## src/rtl/fuzz_seq_ctrl_pkg.sv

```systemverilog
// ----------------------------------------------------------------------------
// fuzz_seq_pkg
// Shared definitions for the fuzz stimulus sequencer: the LCG constants, the
// LCG step function and the controller state type.
// ----------------------------------------------------------------------------
package fuzz_seq_pkg;

   localparam logic [31:0] LCG_MUL = 32'h41C6_4E6D;
   localparam logic [31:0] LCG_INC = 32'h0000_3039;

   typedef enum logic [1:0] {
      ST_IDLE = 2'd0,
      ST_DRST = 2'd1,
      ST_FILL = 2'd2,
      ST_DONE = 2'd3
   } seq_state_e;

   // One LCG step: cur * MUL + INC, truncated to 32 bits.
   function automatic logic [31:0] lcg_next(input logic [31:0] cur);
      return cur * LCG_MUL + LCG_INC;
   endfunction

endpackage

```

## src/rtl/fuzz_seq_ctrl_if.sv

```systemverilog
// ----------------------------------------------------------------------------
// fuzz_seq_ctrl_if
// Control/stimulus bundle between a host (master) and the sequencer (slave).
//   start, seed, cycles, stall      : host -> sequencer
//   dut_rst_n, stim, stim_valid,
//   vec_cnt, busy, done             : sequencer -> host
// ----------------------------------------------------------------------------
interface fuzz_seq_ctrl_if #(
   parameter int IN_W = 258
) ();
   import fuzz_seq_pkg::*;

   logic            start;
   logic [31:0]     seed;
   logic [31:0]     cycles;
   logic            stall;
   logic            dut_rst_n;
   logic [IN_W-1:0] stim;
   logic            stim_valid;
   logic [31:0]     vec_cnt;
   logic            busy;
   logic            done;

   modport master (
      output start, seed, cycles, stall,
      input  dut_rst_n, stim, stim_valid, vec_cnt, busy, done
   );

   modport slave (
      input  start, seed, cycles, stall,
      output dut_rst_n, stim, stim_valid, vec_cnt, busy, done
   );

endinterface

```

## src/rtl/fuzz_seq_ctrl_lcg32.sv

```systemverilog
// ----------------------------------------------------------------------------
// fuzz_lcg32
// 32-bit linear congruential generator.
//   clk   : clock
//   rst   : synchronous active-high reset (state -> 0)
//   load  : load state with seed (has priority over step)
//   seed  : value to load
//   step  : advance the state by one LCG step
//   value : the word the next step produces, i.e. lcg_next(state). The caller
//           consumes this word on the same cycle it asserts step, so the
//           first word after loading seed S is lcg_next(S).
// ----------------------------------------------------------------------------
module fuzz_lcg32
   import fuzz_seq_pkg::*;
(
   input  logic        clk,
   input  logic        rst,
   input  logic        load,
   input  logic [31:0] seed,
   input  logic        step,
   output logic [31:0] value
);

   logic [31:0] state_r;

   // LCG state register: reset, load, step or hold.
   always_ff @(posedge clk) begin
      if (rst) begin
         state_r <= 32'h0000_0000;
      end else if (load) begin
         state_r <= seed;
      end else if (step) begin
         state_r <= lcg_next(state_r);
      end else begin
         state_r <= state_r;
      end
   end

   assign value = lcg_next(state_r);

endmodule

```

## src/rtl/fuzz_seq_ctrl.sv

```systemverilog
// ----------------------------------------------------------------------------
// fuzz_seq_ctrl
// Sequencer that resets a DUT and then feeds it cycles+1 pseudo-random
// stimulus vectors of IN_W bits, one vector every ceil(IN_W/32) cycles.
//   clk  : clock, rst : synchronous active-high reset
//   bus  : fuzz_seq_ctrl_if.slave (start/seed/cycles/stall in;
//          dut_rst_n/stim/stim_valid/vec_cnt/busy/done out)
// Parameters:
//   IN_W        : stimulus width
//   DUT_RST_CYC : cycles dut_rst_n is held low per run (must be >= 1)
// ----------------------------------------------------------------------------
module fuzz_seq_ctrl
   import fuzz_seq_pkg::*;
#(
   parameter int IN_W        = 258,
   parameter int DUT_RST_CYC = 2
) (
   input logic          clk,
   input logic          rst,
   fuzz_seq_ctrl_if.slave bus
);

   localparam int NW    = (IN_W + 31) / 32;
   localparam int SH_W  = NW * 32;
   localparam int IDX_W = (NW > 1) ? $clog2(NW) : 1;
   localparam logic [IDX_W-1:0] LAST_IDX  = IDX_W'(NW - 1);
   localparam logic [31:0]      DRST_LAST = 32'(DUT_RST_CYC - 1);

   seq_state_e       state_r;
   logic [31:0]      drst_cnt_r;
   logic [IDX_W-1:0] widx_r;
   logic [SH_W-1:0]  shadow_r;
   logic [31:0]      cycles_r;
   logic [31:0]      vec_cnt_r;
   logic [IN_W-1:0]  stim_r;
   logic             stim_valid_r;
   logic             dut_rst_n_r;
   logic             busy_r;
   logic             done_r;

   logic             lcg_load_s;
   logic             lcg_step_s;
   logic [31:0]      lcg_word_s;
   logic [SH_W-1:0]  full_s;
   logic [31:0]      vec_cnt_inc_s;
   logic             unused_s;

   fuzz_lcg32 u_lcg (
      .clk   (clk),
      .rst   (rst),
      .load  (lcg_load_s),
      .seed  (bus.seed),
      .step  (lcg_step_s),
      .value (lcg_word_s)
   );

   // LCG control: load on an accepted start, step on every unstalled FILL cycle.
   always_comb begin
      lcg_load_s = 1'b0;
      lcg_step_s = 1'b0;
      if (!bus.stall && bus.start && (state_r == ST_IDLE || state_r == ST_DONE)) begin
         lcg_load_s = 1'b1;
      end else begin
         lcg_load_s = 1'b0;
      end
      if (!bus.stall && state_r == ST_FILL) begin
         lcg_step_s = 1'b1;
      end else begin
         lcg_step_s = 1'b0;
      end
   end

   // Complete vector: shadow words 0..NW-2 plus the word generated this cycle.
   always_comb begin
      full_s                = shadow_r;
      full_s[SH_W-1 -: 32]  = lcg_word_s;
      vec_cnt_inc_s         = vec_cnt_r + 32'd1;
   end

   // Bits above IN_W in the top word and the shadow's top slot are never used.
   assign unused_s = ^{full_s, shadow_r[SH_W-1 -: 32]};

   // Sequencer FSM with registered outputs.
   always_ff @(posedge clk) begin
      if (rst) begin
         state_r      <= ST_IDLE;
         drst_cnt_r   <= 32'd0;
         widx_r       <= '0;
         shadow_r     <= '0;
         cycles_r     <= 32'd0;
         vec_cnt_r    <= 32'd0;
         stim_r       <= '0;
         stim_valid_r <= 1'b0;
         dut_rst_n_r  <= 1'b0;
         busy_r       <= 1'b0;
         done_r       <= 1'b0;
      end else if (bus.stall) begin
         // Everything holds; only the valid pulse is withdrawn.
         stim_valid_r <= 1'b0;
      end else begin
         stim_valid_r <= 1'b0;
         case (state_r)
            ST_IDLE, ST_DONE: begin
               if (bus.start) begin
                  cycles_r    <= bus.cycles;
                  vec_cnt_r   <= 32'd0;
                  dut_rst_n_r <= 1'b0;
                  drst_cnt_r  <= 32'd0;
                  widx_r      <= '0;
                  state_r     <= ST_DRST;
                  busy_r      <= 1'b1;
                  done_r      <= 1'b0;
               end else begin
                  state_r <= state_r;
               end
            end
            ST_DRST: begin
               if (drst_cnt_r == DRST_LAST) begin
                  state_r     <= ST_FILL;
                  dut_rst_n_r <= 1'b1;
                  drst_cnt_r  <= 32'd0;
               end else begin
                  drst_cnt_r <= drst_cnt_r + 32'd1;
               end
            end
            ST_FILL: begin
               for (int k = 0; k < NW; k++) begin
                  if (widx_r == IDX_W'(k)) begin
                     shadow_r[k*32 +: 32] <= lcg_word_s;
                  end
               end
               if (widx_r == LAST_IDX) begin
                  stim_r       <= full_s[IN_W-1:0];
                  stim_valid_r <= 1'b1;
                  vec_cnt_r    <= vec_cnt_inc_s;
                  widx_r       <= '0;
                  // 32-bit compare so cycles = all-ones ends when vec_cnt wraps to 0.
                  if (vec_cnt_inc_s == cycles_r + 32'd1) begin
                     state_r <= ST_DONE;
                     busy_r  <= 1'b0;
                     done_r  <= 1'b1;
                  end else begin
                     state_r <= ST_FILL;
                  end
               end else begin
                  widx_r <= widx_r + IDX_W'(1);
               end
            end
            default: begin
               state_r <= ST_IDLE;
               busy_r  <= 1'b0;
               done_r  <= 1'b0;
            end
         endcase
      end
   end

   assign bus.dut_rst_n  = dut_rst_n_r;
   assign bus.stim       = stim_r;
   assign bus.stim_valid = stim_valid_r;
   assign bus.vec_cnt    = vec_cnt_r;
   assign bus.busy       = busy_r;
   assign bus.done       = done_r;

endmodule

```

## src/flat_wrapper.sv

```systemverilog
// flat-port wrapper written by rule: the top's interface ports become plain ports
module fuzz_seq_ctrl_flat import fuzz_seq_pkg::*;
#(
   parameter int IN_W        = 258,
   parameter int DUT_RST_CYC = 2
)
  (clk, rst, bus_start, bus_seed, bus_cycles, bus_stall, bus_dut_rst_n, bus_stim, bus_stim_valid, bus_vec_cnt, bus_busy, bus_done);
  fuzz_seq_ctrl_if #(.IN_W(IN_W)) bus_i ();
  input logic clk;
  input logic rst;
  input wire logic [$bits(bus_i.start)-1:0] bus_start;
  input wire logic [$bits(bus_i.seed)-1:0] bus_seed;
  input wire logic [$bits(bus_i.cycles)-1:0] bus_cycles;
  input wire logic [$bits(bus_i.stall)-1:0] bus_stall;
  output wire logic [$bits(bus_i.dut_rst_n)-1:0] bus_dut_rst_n;
  output wire logic [$bits(bus_i.stim)-1:0] bus_stim;
  output wire logic [$bits(bus_i.stim_valid)-1:0] bus_stim_valid;
  output wire logic [$bits(bus_i.vec_cnt)-1:0] bus_vec_cnt;
  output wire logic [$bits(bus_i.busy)-1:0] bus_busy;
  output wire logic [$bits(bus_i.done)-1:0] bus_done;
  assign bus_i.start = bus_start;
  assign bus_i.seed = bus_seed;
  assign bus_i.cycles = bus_cycles;
  assign bus_i.stall = bus_stall;
  assign bus_dut_rst_n = bus_i.dut_rst_n;
  assign bus_stim = bus_i.stim;
  assign bus_stim_valid = bus_i.stim_valid;
  assign bus_vec_cnt = bus_i.vec_cnt;
  assign bus_busy = bus_i.busy;
  assign bus_done = bus_i.done;
  fuzz_seq_ctrl #(.IN_W(IN_W), .DUT_RST_CYC(DUT_RST_CYC)) u_core (.clk(clk), .rst(rst), .bus(bus_i));
endmodule
```

## config.mk

```make
export PLATFORM = sky130hd
export DESIGN_NAME = fuzz_seq_ctrl_flat
export DESIGN_NICKNAME = d
export VERILOG_FILES = /design/src/rtl/fuzz_seq_ctrl_pkg.sv /design/src/rtl/fuzz_seq_ctrl_if.sv /design/src/rtl/fuzz_seq_ctrl_lcg32.sv /design/src/rtl/fuzz_seq_ctrl.sv /design/src/flat_wrapper.sv
export SDC_FILE = /design/constraint.sdc
export NUM_CORES = 2
export LEC_CHECK = 0
export CAP_MARGIN = 15
export CORE_ASPECT_RATIO = 0.6
export CORE_UTILIZATION = 55
export CTS_BUF_LIST = sky130_fd_sc_hd__clkbuf_4 sky130_fd_sc_hd__clkbuf_8
export CTS_CLUSTER_DIAMETER = 120
export DETAILED_ROUTE_END_ITERATION = 6
export GPL_TIMING_DRIVEN = 0
export PLACE_DENSITY = 0.81
export SLEW_MARGIN = 25
export SYNTH_ARGS = -nofsm -noshare
export SYNTH_HDL_FRONTEND = slang
export SYNTH_SLANG_ARGS = --single-unit
```

## constraint.sdc

```tcl
create_clock -name clk -period 9.4 [get_ports clk]
set_input_delay 1.88 -clock clk [delete_from_list [all_inputs] [get_ports clk]]
set_output_delay 1.88 -clock clk [all_outputs]
set_load 0.005 [all_outputs]
```

==> results_dict.tcl <==
set metrics [dict create \
    insertion_delay_ps 750 \
    cts_sinks 652 \
    place_ws_ps -275 \
    syn_avg_cell_area_sq_um 8.23 \
    worstMarginPinSlew_ps 1230 \
    status "finished clean" \
    ctsHoldBuffers 0 \
    fin_skew_ps 43.6 \
    drt_pass1_iterations 6 \
    whs_path_depth 2 \
    die_h_microns 195 \
    cap_violations 0 \
    die_w_microns 324 \
    dp_hpwl_microns 90100 \
    finalCritPeriodShare 0.980 \
    finalHoldViolations 0 \
    grt_pass1_wl_microns 176000 \
    netlist_instances 4149 \
    r2r-end "u_core.shadow_r[62]" \
    cts_max_path_buffers 3 \
    grt_max_degree 15 \
    setup_slack_ps 188 \
    nFillCells 4917 \
    ctsResizeCount 1 \
    rsz0062_at_grt "false" \
    drc 0 \
    io_pins 362 \
    dr.first_iter.drc_count 4186 \
    startpoint_type "flip-flop" \
    final_util 0.679 \
    ys_warn_count 0 \
    finalWeightedCongestion 1.04 \
    drive_gt1_frac 0.0574 \
    ys_types 74 \
    start_util 0.558 \
    worstPathRequired_ps 9970 \
    nNetsFinal 5099 \
    cp.arrival_ps 9780 \
    avgRoutedWirePerCell_microns 21.1 \
    final_antenna_net_count 0 \
    gr-total-overflow 0 \
    min_to "u_core.bus.stim[251]" \
    critPathKind "reg2reg" \
    vdd_drop_max_mv 0.780 \
    wl_microns 117000 \
    final_common_cell "nand2_1" \
    reg2reg_slack_ps 190 \
    root_buffer "clkbuf_8" \
    fmax_mhz 109 \
    syn_area_sq_um 34100 \
    powerDensity_nw_per_um2 353 \
    fin_total_pwr_w 0.0147 \
    syn_to_final_growth_pct 21.6 \
    ys.flop_type "dfxtp_1" \
    cts_tree "done" \
    cts_post_setup_buffers_inserted 0 \
    syn_nets 4621 \
    reg2reg_from "u_core.u_lcg.state_r[0]" \
    setup_viol 0 \
    vias 31600 \
    crit_path_end_kind "flip-flop" \
    fin_crit_ps 9210 \
    final_cell_mix "nand2_1 (990), dfxtp_1 (651), a21oi_1 (553), inv_1 (435), clkdlybuf4s50_1 (360)" \
    hp-class "reg2reg" \
    worstHoldStart "u_core.shadow_r[251]" \
    grtUsageTotal 0.368 \
    path_max_fanout 11 \
    power_leakage_nw 16.3 \
    clk_pin_slew_worst_paths_ps 70 \
    antenna_found_initial 2 \
    htree_levels 3 \
    synth_edf_count 0 \
    ys_async_sr_fraction 0 \
    core-area_sq_um 61100 \
    grt_pass1_vias 29700 \
    slew_viol_final 0 \
    multi_input_area_sq_um 18800 \
    rows 70 \
    slew_headroom 0.180 \
    io_buffers 360 \
    via_per_inst 5.72 \
    cts_buffers 91 \
    synth_seq_cells 652 \
    dieArea_sq_um 63100 \
    ys_seq_area_frac 0.382 \
    regArea_sq_um 13100 \
    rr_worst_depth 27 \
]
-- flip-flops by register name, summed over array words and instances (netlist names) --
signal,cells
u_core.bus.done,1
u_core.shadow_r,256
u_core.drst_cnt_r,32
u_core.cycles_r,32
u_core.state_r,2
u_core.bus.vec_cnt,32
u_core.widx_r,4
u_core.bus.dut_rst_n,1
u_core.bus.stim,258
u_core.bus.stim_valid,1
u_core.u_lcg.state_r,32
u_core.bus.busy,1
-- how the worst max path moves through the flow --
stage                                  startpoint                  endpoint  slack (ps)  cells past startpoint
after floorplan           u_core.u_lcg.state_r[5]  u_core.u_lcg.state_r[31]        2610                     24
after global placement    u_core.u_lcg.state_r[0]  u_core.u_lcg.state_r[24]        -340                     25
after detailed placement  u_core.u_lcg.state_r[0]      u_core.shadow_r[222]        -280                     26
after CTS                 u_core.u_lcg.state_r[0]  u_core.u_lcg.state_r[31]         290                     26
after global routing      u_core.u_lcg.state_r[0]      u_core.shadow_r[222]         220                     27
final                     u_core.u_lcg.state_r[0]       u_core.shadow_r[62]         190                     27
-- cell families after synthesis --
logic type               count (synthesis)  synth area share
AND/OR/NAND/NOR                       1492             0.185
AO/OA/AOI/OAI                          757             0.122
buffers and inverters                  662            0.0741
flip-flops                             652             0.382
adder cells (fa/ha/maj)                404             0.189
XOR/XNOR                               177            0.0454
multiplexers                             5           0.00150
-- through the flow --
| stage | instances | instance area, sq um | hold WS, ps | TNS, ps |
|---|---|---|---|---|
| 6_report | 5532 | 41500 | 436 | 0 |
| 5_1_grt | 5531 | 41500 | 459 | 0 |
| 4_1_cts | 5531 | 41500 | 438 | 0 |
| 3_5_place_dp | 5363 | 39400 | 444 | -1890 |
| 3_3_place_gp | 5337 | 38800 | 437 | -5530 |
| 2_1_floorplan | 4149 | 34100 | 429 | 0 |
-- synthesized netlist by cell type (3+ instances only) --
library cell | instances | area share
a211oi_1 | 36 | 0.0079
a21o_1 | 7 | 0.0015
a21oi_1 | 554 | 0.081
a31o_2 | 8 | 0.0021
a31oi_1 | 24 | 0.0044
a32oi_1 | 4 | 0.0010
and2_1 | 19 | 0.0035
and3_1 | 20 | 0.0037
and4_1 | 7 | 0.0018
buf_1 | 8 | 0.00088
buf_2 | 4 | 0.00059
buf_6 | 3 | 0.00099
clkbuf_1 | 209 | 0.023
dfxtp_1 | 652 | 0.38
fa_1 | 188 | 0.11
ha_1 | 216 | 0.079
inv_1 | 435 | 0.048
mux2i_1 | 4 | 0.0012
nand2_1 | 990 | 0.11
nand2b_1 | 7 | 0.0013
nand3_1 | 84 | 0.012
nand4_1 | 47 | 0.0086
nor2_1 | 228 | 0.025
nor3_1 | 30 | 0.0044
nor3_2 | 3 | 0.00088
nor4_1 | 14 | 0.0026
nor4_4 | 3 | 0.0019
o21a_1 | 4 | 0.00088
o21ai_0 | 68 | 0.010
o21bai_1 | 8 | 0.0018
o22a_1 | 7 | 0.0018
o31ai_1 | 14 | 0.0031
or2_2 | 6 | 0.0011
or3_1 | 7 | 0.0013
or4_1 | 9 | 0.0020
xnor2_1 | 119 | 0.031
xor2_1 | 58 | 0.015
-- metal layers --
metal,routed length (microns),vias to the layer above,GRT usage,share of wire
met3,17200,289,0.126,0.15
li1,-,14400,-,-
met1,48700,15000,0.524,0.42
met2,46700,1942,0.513,0.40
met5,57,-,0.00613,0.00049
met4,4230,2,0.126,0.036
-- area by class of cell --
class | count | share of cell area
repair buffers | 386 | 0.0953
plain buffers | 226 | 0.0216
flip-flops and latches | 652 | 0.315
inverters | 435 | 0.0393
multi-input cells | 2835 | 0.453
clock buffers | 141 | 0.0430
clock inverters | 28 | 0.00790
diodes | 1 | 0.0000603
well taps | 828 | 0.0250
-- where the power goes --
group          leakage, nW  total [W]  internal [W]  switching, W
Sequential            5.26    0.00286       0.00280     0.0000640
Clock                 1.11    0.00254       0.00136       0.00117
Combinational         9.96    0.00927       0.00285       0.00642
-- critical path: stages, from the launching register on --
cell and delay [ps]:
dfxtp_2 580, inv_1 160, ha_1 670, inv_1 530, ha_1 240, inv_1 50, fa_1 480, inv_1 60
fa_1 430, ha_1 290, inv_1 40, fa_1 470, inv_1 50, fa_1 540, inv_1 60, fa_1 530
inv_1 40, ha_1 370, nand3_1 170, nor2_1 70, a221oi_2 590, o311ai_1 280, nand2_1 270, o21ai_0 250
a311oi_1 760, or2_2 230, clkbuf_1 610, o21ai_0 200
No activity file was read; power rests on OpenSTA's default activity.
